**src/rtl/bitstream_word_writer_pkg.sv**
```systemverilog
// Shared types and constants for the bitstream word writer.
// Holds the state enum, the word packing width and the default stream length.
package bitstream_pkg;

    localparam int BYTES_PER_WORD    = 4;
    localparam int MAX_BYTES_DEFAULT = 16384;

    typedef enum logic [2:0] {
        IDLE,
        COLLECT,
        SETUP,
        STROBE,
        GAP,
        DONE
    } state_t;

endpackage

```
**src/rtl/bitstream_word_writer_if.sv**
```systemverilog
// Byte-stream valid/ready channel feeding the bitstream word writer.
interface bitstream_word_writer_if;

    logic [7:0] byte_data;
    logic       byte_valid;
    logic       byte_ready;

    modport master (output byte_data, output byte_valid, input byte_ready);
    modport slave  (input byte_data, input byte_valid, output byte_ready);

endinterface

```
**src/rtl/bitstream_byte_packer.sv**
```systemverilog
// Big-endian byte-to-word packer: first accepted byte lands in word[31:24].
// word_done pulses combinationally on the 4th accept so the caller can latch word.
module bitstream_byte_packer
    import bitstream_pkg::*;
(
    input  logic        CLK,
    input  logic        reset,
    input  logic        clear,
    input  logic        accept,
    input  logic [7:0]  byte_data,
    output logic [31:0] word,
    output logic        word_done
);

    logic [23:0] shift_reg;
    logic [1:0]  byte_idx;

    // byte_idx wraps 3 -> 0 on the completing accept, ready for the next word.
    always_ff @(posedge CLK) begin
        if (reset || clear) begin
            shift_reg <= '0;
            byte_idx  <= '0;
        end else if (accept) begin
            shift_reg <= {shift_reg[15:0], byte_data};
            byte_idx  <= byte_idx + 2'd1;
        end
    end

    assign word      = {shift_reg, byte_data};
    assign word_done = accept && (byte_idx == 2'(BYTES_PER_WORD - 1));

endmodule

```
**src/rtl/bitstream_word_writer.sv**
```systemverilog
// eFPGA self-write loader: packs bytes into words, holds each for a setup interval,
// strobes it, then idles for a gap. Checksum register is built only with BITSTREAM_CSUM_EN.
module bitstream_word_writer
    import bitstream_pkg::*;
#(
    parameter int MAX_BYTES    = MAX_BYTES_DEFAULT,
    parameter int SETUP_CYCLES = 2,
    parameter int GAP_CYCLES   = 2,
    parameter int WCNT_W       = $clog2(MAX_BYTES / 4 + 1)
) (
    input  logic                      CLK,
    input  logic                      reset,
    input  logic                      start,
    bitstream_word_writer_if.slave    bus,
    output logic [31:0]               SelfWriteData,
    output logic                      SelfWriteStrobe,
    output logic                      busy,
    output logic                      done,
    output logic [WCNT_W-1:0]         words_written,
    output logic [31:0]               csum
);

    // state   | meaning
    // IDLE    | waiting for start after reset
    // COLLECT | accepting bytes until a word is complete
    // SETUP   | SelfWriteData held stable before the strobe
    // STROBE  | single-cycle SelfWriteStrobe
    // GAP     | idle spacing before the next word
    // DONE    | all words written, waiting for a restart

    localparam int TMR_MAX = (SETUP_CYCLES > GAP_CYCLES) ? SETUP_CYCLES : GAP_CYCLES;
    localparam int TMR_W   = (TMR_MAX > 1) ? $clog2(TMR_MAX) : 1;
    localparam logic [TMR_W-1:0]  SETUP_LOAD  = TMR_W'(SETUP_CYCLES - 1);
    localparam logic [TMR_W-1:0]  GAP_LOAD    = TMR_W'((GAP_CYCLES > 0) ? GAP_CYCLES - 1 : 0);
    localparam logic [WCNT_W-1:0] TOTAL_WORDS = WCNT_W'(MAX_BYTES / BYTES_PER_WORD);

    state_t            state, state_next;
    logic [TMR_W-1:0]  timer, timer_next;
    logic              ready_q;
    logic              clear;
    logic              accept;
    logic [31:0]       word;
    logic              word_done;

    assign accept         = ready_q && bus.byte_valid;
    assign bus.byte_ready = ready_q;

    bitstream_byte_packer u_packer (
        .CLK       (CLK),
        .reset     (reset),
        .clear     (clear),
        .accept    (accept),
        .byte_data (bus.byte_data),
        .word      (word),
        .word_done (word_done)
    );

    always_comb begin
        state_next = state;
        timer_next = timer;
        clear      = 1'b0;
        case (state)
            IDLE, DONE: begin
                if (start) begin
                    state_next = COLLECT;
                    clear      = 1'b1;
                end
            end
            COLLECT: begin
                if (word_done) begin
                    state_next = SETUP;
                    timer_next = SETUP_LOAD;
                end
            end
            SETUP: begin
                if (timer == '0) state_next = STROBE;
                else             timer_next = timer - TMR_W'(1);
            end
            STROBE: begin
                // With no gap the completion test happens here, before the count updates.
                if (GAP_CYCLES == 0) begin
                    state_next = (words_written == TOTAL_WORDS - WCNT_W'(1)) ? DONE : COLLECT;
                end else begin
                    state_next = GAP;
                    timer_next = GAP_LOAD;
                end
            end
            GAP: begin
                if (timer == '0) state_next = (words_written == TOTAL_WORDS) ? DONE : COLLECT;
                else             timer_next = timer - TMR_W'(1);
            end
            default: state_next = IDLE;
        endcase
    end

    // Outputs are registered from the next state so they align with the state register.
    always_ff @(posedge CLK) begin
        if (reset) begin
            state           <= IDLE;
            timer           <= '0;
            ready_q         <= 1'b0;
            SelfWriteData   <= '0;
            SelfWriteStrobe <= 1'b0;
            busy            <= 1'b0;
            done            <= 1'b0;
            words_written   <= '0;
        end else begin
            state           <= state_next;
            timer           <= timer_next;
            ready_q         <= (state_next == COLLECT);
            SelfWriteStrobe <= (state_next == STROBE);
            busy            <= (state_next inside {COLLECT, SETUP, STROBE, GAP});
            done            <= (state_next == DONE);
            if (word_done) SelfWriteData <= word;
            if (clear)                 words_written <= '0;
            else if (state == STROBE)  words_written <= words_written + WCNT_W'(1);
        end
    end

`ifdef BITSTREAM_CSUM_EN
    logic [31:0] csum_q;

    always_ff @(posedge CLK) begin
        if (reset || clear)       csum_q <= '0;
        else if (state == STROBE) csum_q <= csum_q ^ SelfWriteData;
    end

    assign csum = csum_q;
`else
    assign csum = 32'h0;
`endif

endmodule
```
**src/flat_wrapper.sv**
```systemverilog
// flat-port wrapper written by rule: the top's interface ports become plain ports
module bitstream_word_writer_flat import bitstream_pkg::*;
#(
    parameter int MAX_BYTES    = MAX_BYTES_DEFAULT,
    parameter int SETUP_CYCLES = 2,
    parameter int GAP_CYCLES   = 2,
    parameter int WCNT_W       = $clog2(MAX_BYTES / 4 + 1)
)
  (CLK, reset, start, SelfWriteData, SelfWriteStrobe, busy, done, words_written, csum, bus_byte_data, bus_byte_valid, bus_byte_ready);
  bitstream_word_writer_if bus_i ();
  input  logic CLK;
  input  logic reset;
  input  logic start;
  output logic [31:0] SelfWriteData;
  output logic SelfWriteStrobe;
  output logic busy;
  output logic done;
  output logic [WCNT_W-1:0] words_written;
  output logic [31:0] csum;
  input wire logic [$bits(bus_i.byte_data)-1:0] bus_byte_data;
  input wire logic [$bits(bus_i.byte_valid)-1:0] bus_byte_valid;
  output wire logic [$bits(bus_i.byte_ready)-1:0] bus_byte_ready;
  assign bus_i.byte_data = bus_byte_data;
  assign bus_i.byte_valid = bus_byte_valid;
  assign bus_byte_ready = bus_i.byte_ready;
  bitstream_word_writer #(.MAX_BYTES(MAX_BYTES), .SETUP_CYCLES(SETUP_CYCLES), .GAP_CYCLES(GAP_CYCLES), .WCNT_W(WCNT_W)) u_core (.CLK(CLK), .reset(reset), .start(start), .bus(bus_i), .SelfWriteData(SelfWriteData), .SelfWriteStrobe(SelfWriteStrobe), .busy(busy), .done(done), .words_written(words_written), .csum(csum));
endmodule
```
**config.mk**
```make
export PLATFORM = sky130hd
export DESIGN_NAME = bitstream_word_writer_flat
export DESIGN_NICKNAME = d
export VERILOG_FILES = /design/src/rtl/bitstream_word_writer_pkg.sv /design/src/rtl/bitstream_word_writer_if.sv /design/src/rtl/bitstream_byte_packer.sv /design/src/rtl/bitstream_word_writer.sv /design/src/flat_wrapper.sv
export SDC_FILE = /design/constraint.sdc
export NUM_CORES = 1
export LEC_CHECK = 0
export CORE_ASPECT_RATIO = 0.5
export CORE_MARGIN = 1
export CORE_UTILIZATION = 47
export DETAILED_ROUTE_END_ITERATION = 12
export PLACE_DENSITY = 0.79
export SYNTH_ARGS = -nofsm -noshare
export SYNTH_HDL_FRONTEND = slang
export SYNTH_SLANG_ARGS = --single-unit
```
**constraint.sdc**
```tcl
create_clock -name CLK -period 2 [get_ports CLK]
set_input_delay 0.3 -clock CLK [delete_from_list [all_inputs] [get_ports CLK]]
set_output_delay 0.3 -clock CLK [all_outputs]
set_load 0.005 [all_outputs]
```
==> metrics.cfg <==
[logic_synthesis]
ys_ff_latch=79
synthesis.area_um2=3180
ys_top_cells_by_area=dfxtp_1 50%, nand2_1 14%, a21oi_1 9.8%
synth_warnings=0
yosysMostFrequentCell=nand2_1
synth_top_area_share_pct=49.7
ys_seq_area_share_pct=49.7
synth_common_cells=121 x nand2_1, 79 x dfxtp_1, 62 x a21oi_1, 35 x buf_4, 19 x nor2_1
yosys.area.top_type=dfxtp_1
synth_edf_count=0
ys_types=28
synthFlopType=dfxtp_1
syn_area_per_cell_um2=8.09
postSynthCellCount=393
async_reset_ff_share_pct=0

[drt]
via_count=2634
first_iter_violations=78
antenna_left=0
wl_um=6380
drc=0
avgViaCountPerCell=4.86
dr.pass1.iters=4
wl_per_cell_um=11.8

[setup_path]
required_ps=2210
critPathMaxStageDelay_ps=410
critPathBufInv=1
path_cells=inv_1, ha_1, nor3b_1, and4_1, a211oi_2, xor2_1, a21oi_1
path_delay_family=flip-flops
cp_max_fo=5
crit_path_top_delay_cell=dfxtp_1
r2r-start=u_core.words_written[0]
worst_setup_path_end_kind=flop
startpoint=u_core.words_written[0]
rr_worst_depth=7
reg2reg_to=u_core.busy
r2r_slack_ps=280
crit_arrival_ps=1930
critPathKind=flop to flop
start_kind=flop

[place]
port_buffers=60
globalplace.congestion=0.777
hpwl_um=4200

[power_and_ir_drop]
peakVddDrop_uv=493
powerDensity_nw_per_um2=811
p_leak_uw=0.00143

[floorplanning]
start_util_pct=50.4
io_pins=93
die_h_um=60.2
core_region_area_um2=6310
die_w_um=118
placementRows=20
die_area_um2=7120

[hold_path]
min_path_cells=2
min_path_type=flop to flop
min_to=u_core.SelfWriteData[22]
hp-start=u_core.SelfWriteData[22]

[layout]
nFillCells=546
seq_area_um2=1580
largest_reg_flops=32
antenna_cells=0
fin_nets=464
drive_above_1_share_pct=5.73
syn_to_final_growth_pct=26.8
multi_input_area_um2=1360

[clock_network]
postCtsSetupBuffers=0
clk_latency_ps=340
cts_root_buf=clkbuf_16
ctsResizeCount=0
clock-sinks=79
clock_path_buffers=2
h-tree-depth=3
ctsHoldBuffers=0
clk_pin_slew_ps=70
cts_tree=yes
numCtsBuffers=9

[timing]
grt_setup_unrepaired=no
min_period_ps=1720
maxSlewViolCount=0
timing.setup.tns_ps=0
hold_ws_ps=453
final.period_utilization_pct=85.8
hold_violations=0
fin_skew_ps=6.63
finalSetupViolCount=0
fmax_mhz=583

[flow_run]
maxCapViolCount=0

[global_route]
grt_usage_pct=19.0
grt_pass1_wl_um=10400
grt_max_degree=33
gr-total-overflow=0
antenna_found_initial=0
grt_pass1_vias=2336

[outcome]
status=completed

worst min-delay path: stages (launching register included):
cell and delay (ps):
dfxtp_1 310, nand2_1 50, a21oi_1 50
layer usage:
layer | GRT usage, % | wire, µm | vias up
li1 | - | - | 1327
met5 | 0 | 0 | -
met1 | 21.9 | 2950 | 1227
met3 | 7.73 | 363 | 6
met2 | 33.4 | 3010 | 74
met4 | 4.95 | 53 | 0
layout make-up:
class / count / share of cell area [%]
Clock buffer: 9 / 5.58
Inverter: 4 / 0.372
Timing Repair Buffer: 69 / 16.9
Multi-Input combinational cell: 286 / 33.7
Clock inverter: 7 / 1.52
Sequential cell: 79 / 39.2
Tap cell: 88 / 2.73
power breakdown:
part / internal (µW) / switching [µW] / leakage (µW) / total [µW]
sequential: 1580 / 10.3 / 0.000637 / 1590
clock: 866 / 683 / 0.000135 / 1550
combinational: 48.9 / 79.6 / 0.000652 / 129
through the flow:
stage	cells	worst slack [ps]	util [%]	instance area, µm²	total power [µW]
final	542	285	64.0	4030	3270
after global routing	542	139	64.0	4030	3400
after CTS	542	298	64.0	4030	3300
after detailed placement	526	307	59.4	3750	1760
after global placement	526	376	59.4	3750	1750
after floorplan	424	424	-	3300	1750
cell usage in the layout, fill, tap and decap left out, drive strengths merged:
cell type      synthesis  final
a211o                  1      1
a211oi                 1      1
a21oi                 62     62
a41o                   1      1
and2                   1      1
and3                   2      2
and3b                  1      1
and4                   4      4
buf                   37      9
clkbuf                18      9
clkdlybuf4s50          0     60
clkinvlp               0      2
conb                   1     32
dfxtp                 79     79
ha                     3      3
inv                    4      9
nand2                121    121
nand2b                 3      3
nand3                  5      5
nand4                  3      3
nor2                  19     19
nor2b                  4      4
nor3b                  2      2
nor4                   1      1
nor4b                  2      2
o21ai                  3      3
o221ai                 1      1
xnor2                  3      3
xor2                  11     11
kinds of logic (layout without fill, tap and decap cells):
logic type / Yosys count / count (layout) / synth area share (%)
flip-flops: 79 / 79 / 49.7
buffers and inverters: 59 / 89 / 11.2
AO/OA/AOI/OAI: 69 / 69 / 11.5
XOR/XNOR: 14 / 14 / 3.86
other: 1 / 32 / 0.118
adder cells (fa/ha/maj): 3 / 3 / 1.18
AND/OR/NAND/NOR: 168 / 168 / 22.5
worst max-delay path by stage:
stage	end	slack, ps	cells past startpoint
finish	u_core.busy	280	7
global route	u_core.busy	140	7
CTS	u_core.busy	300	7
detailed placement	u_core.busy	310	7
global placement	u_core.busy	380	7
floorplan	u_core.busy	420	7
Note: power is estimated with default switching activity, not from simulation.
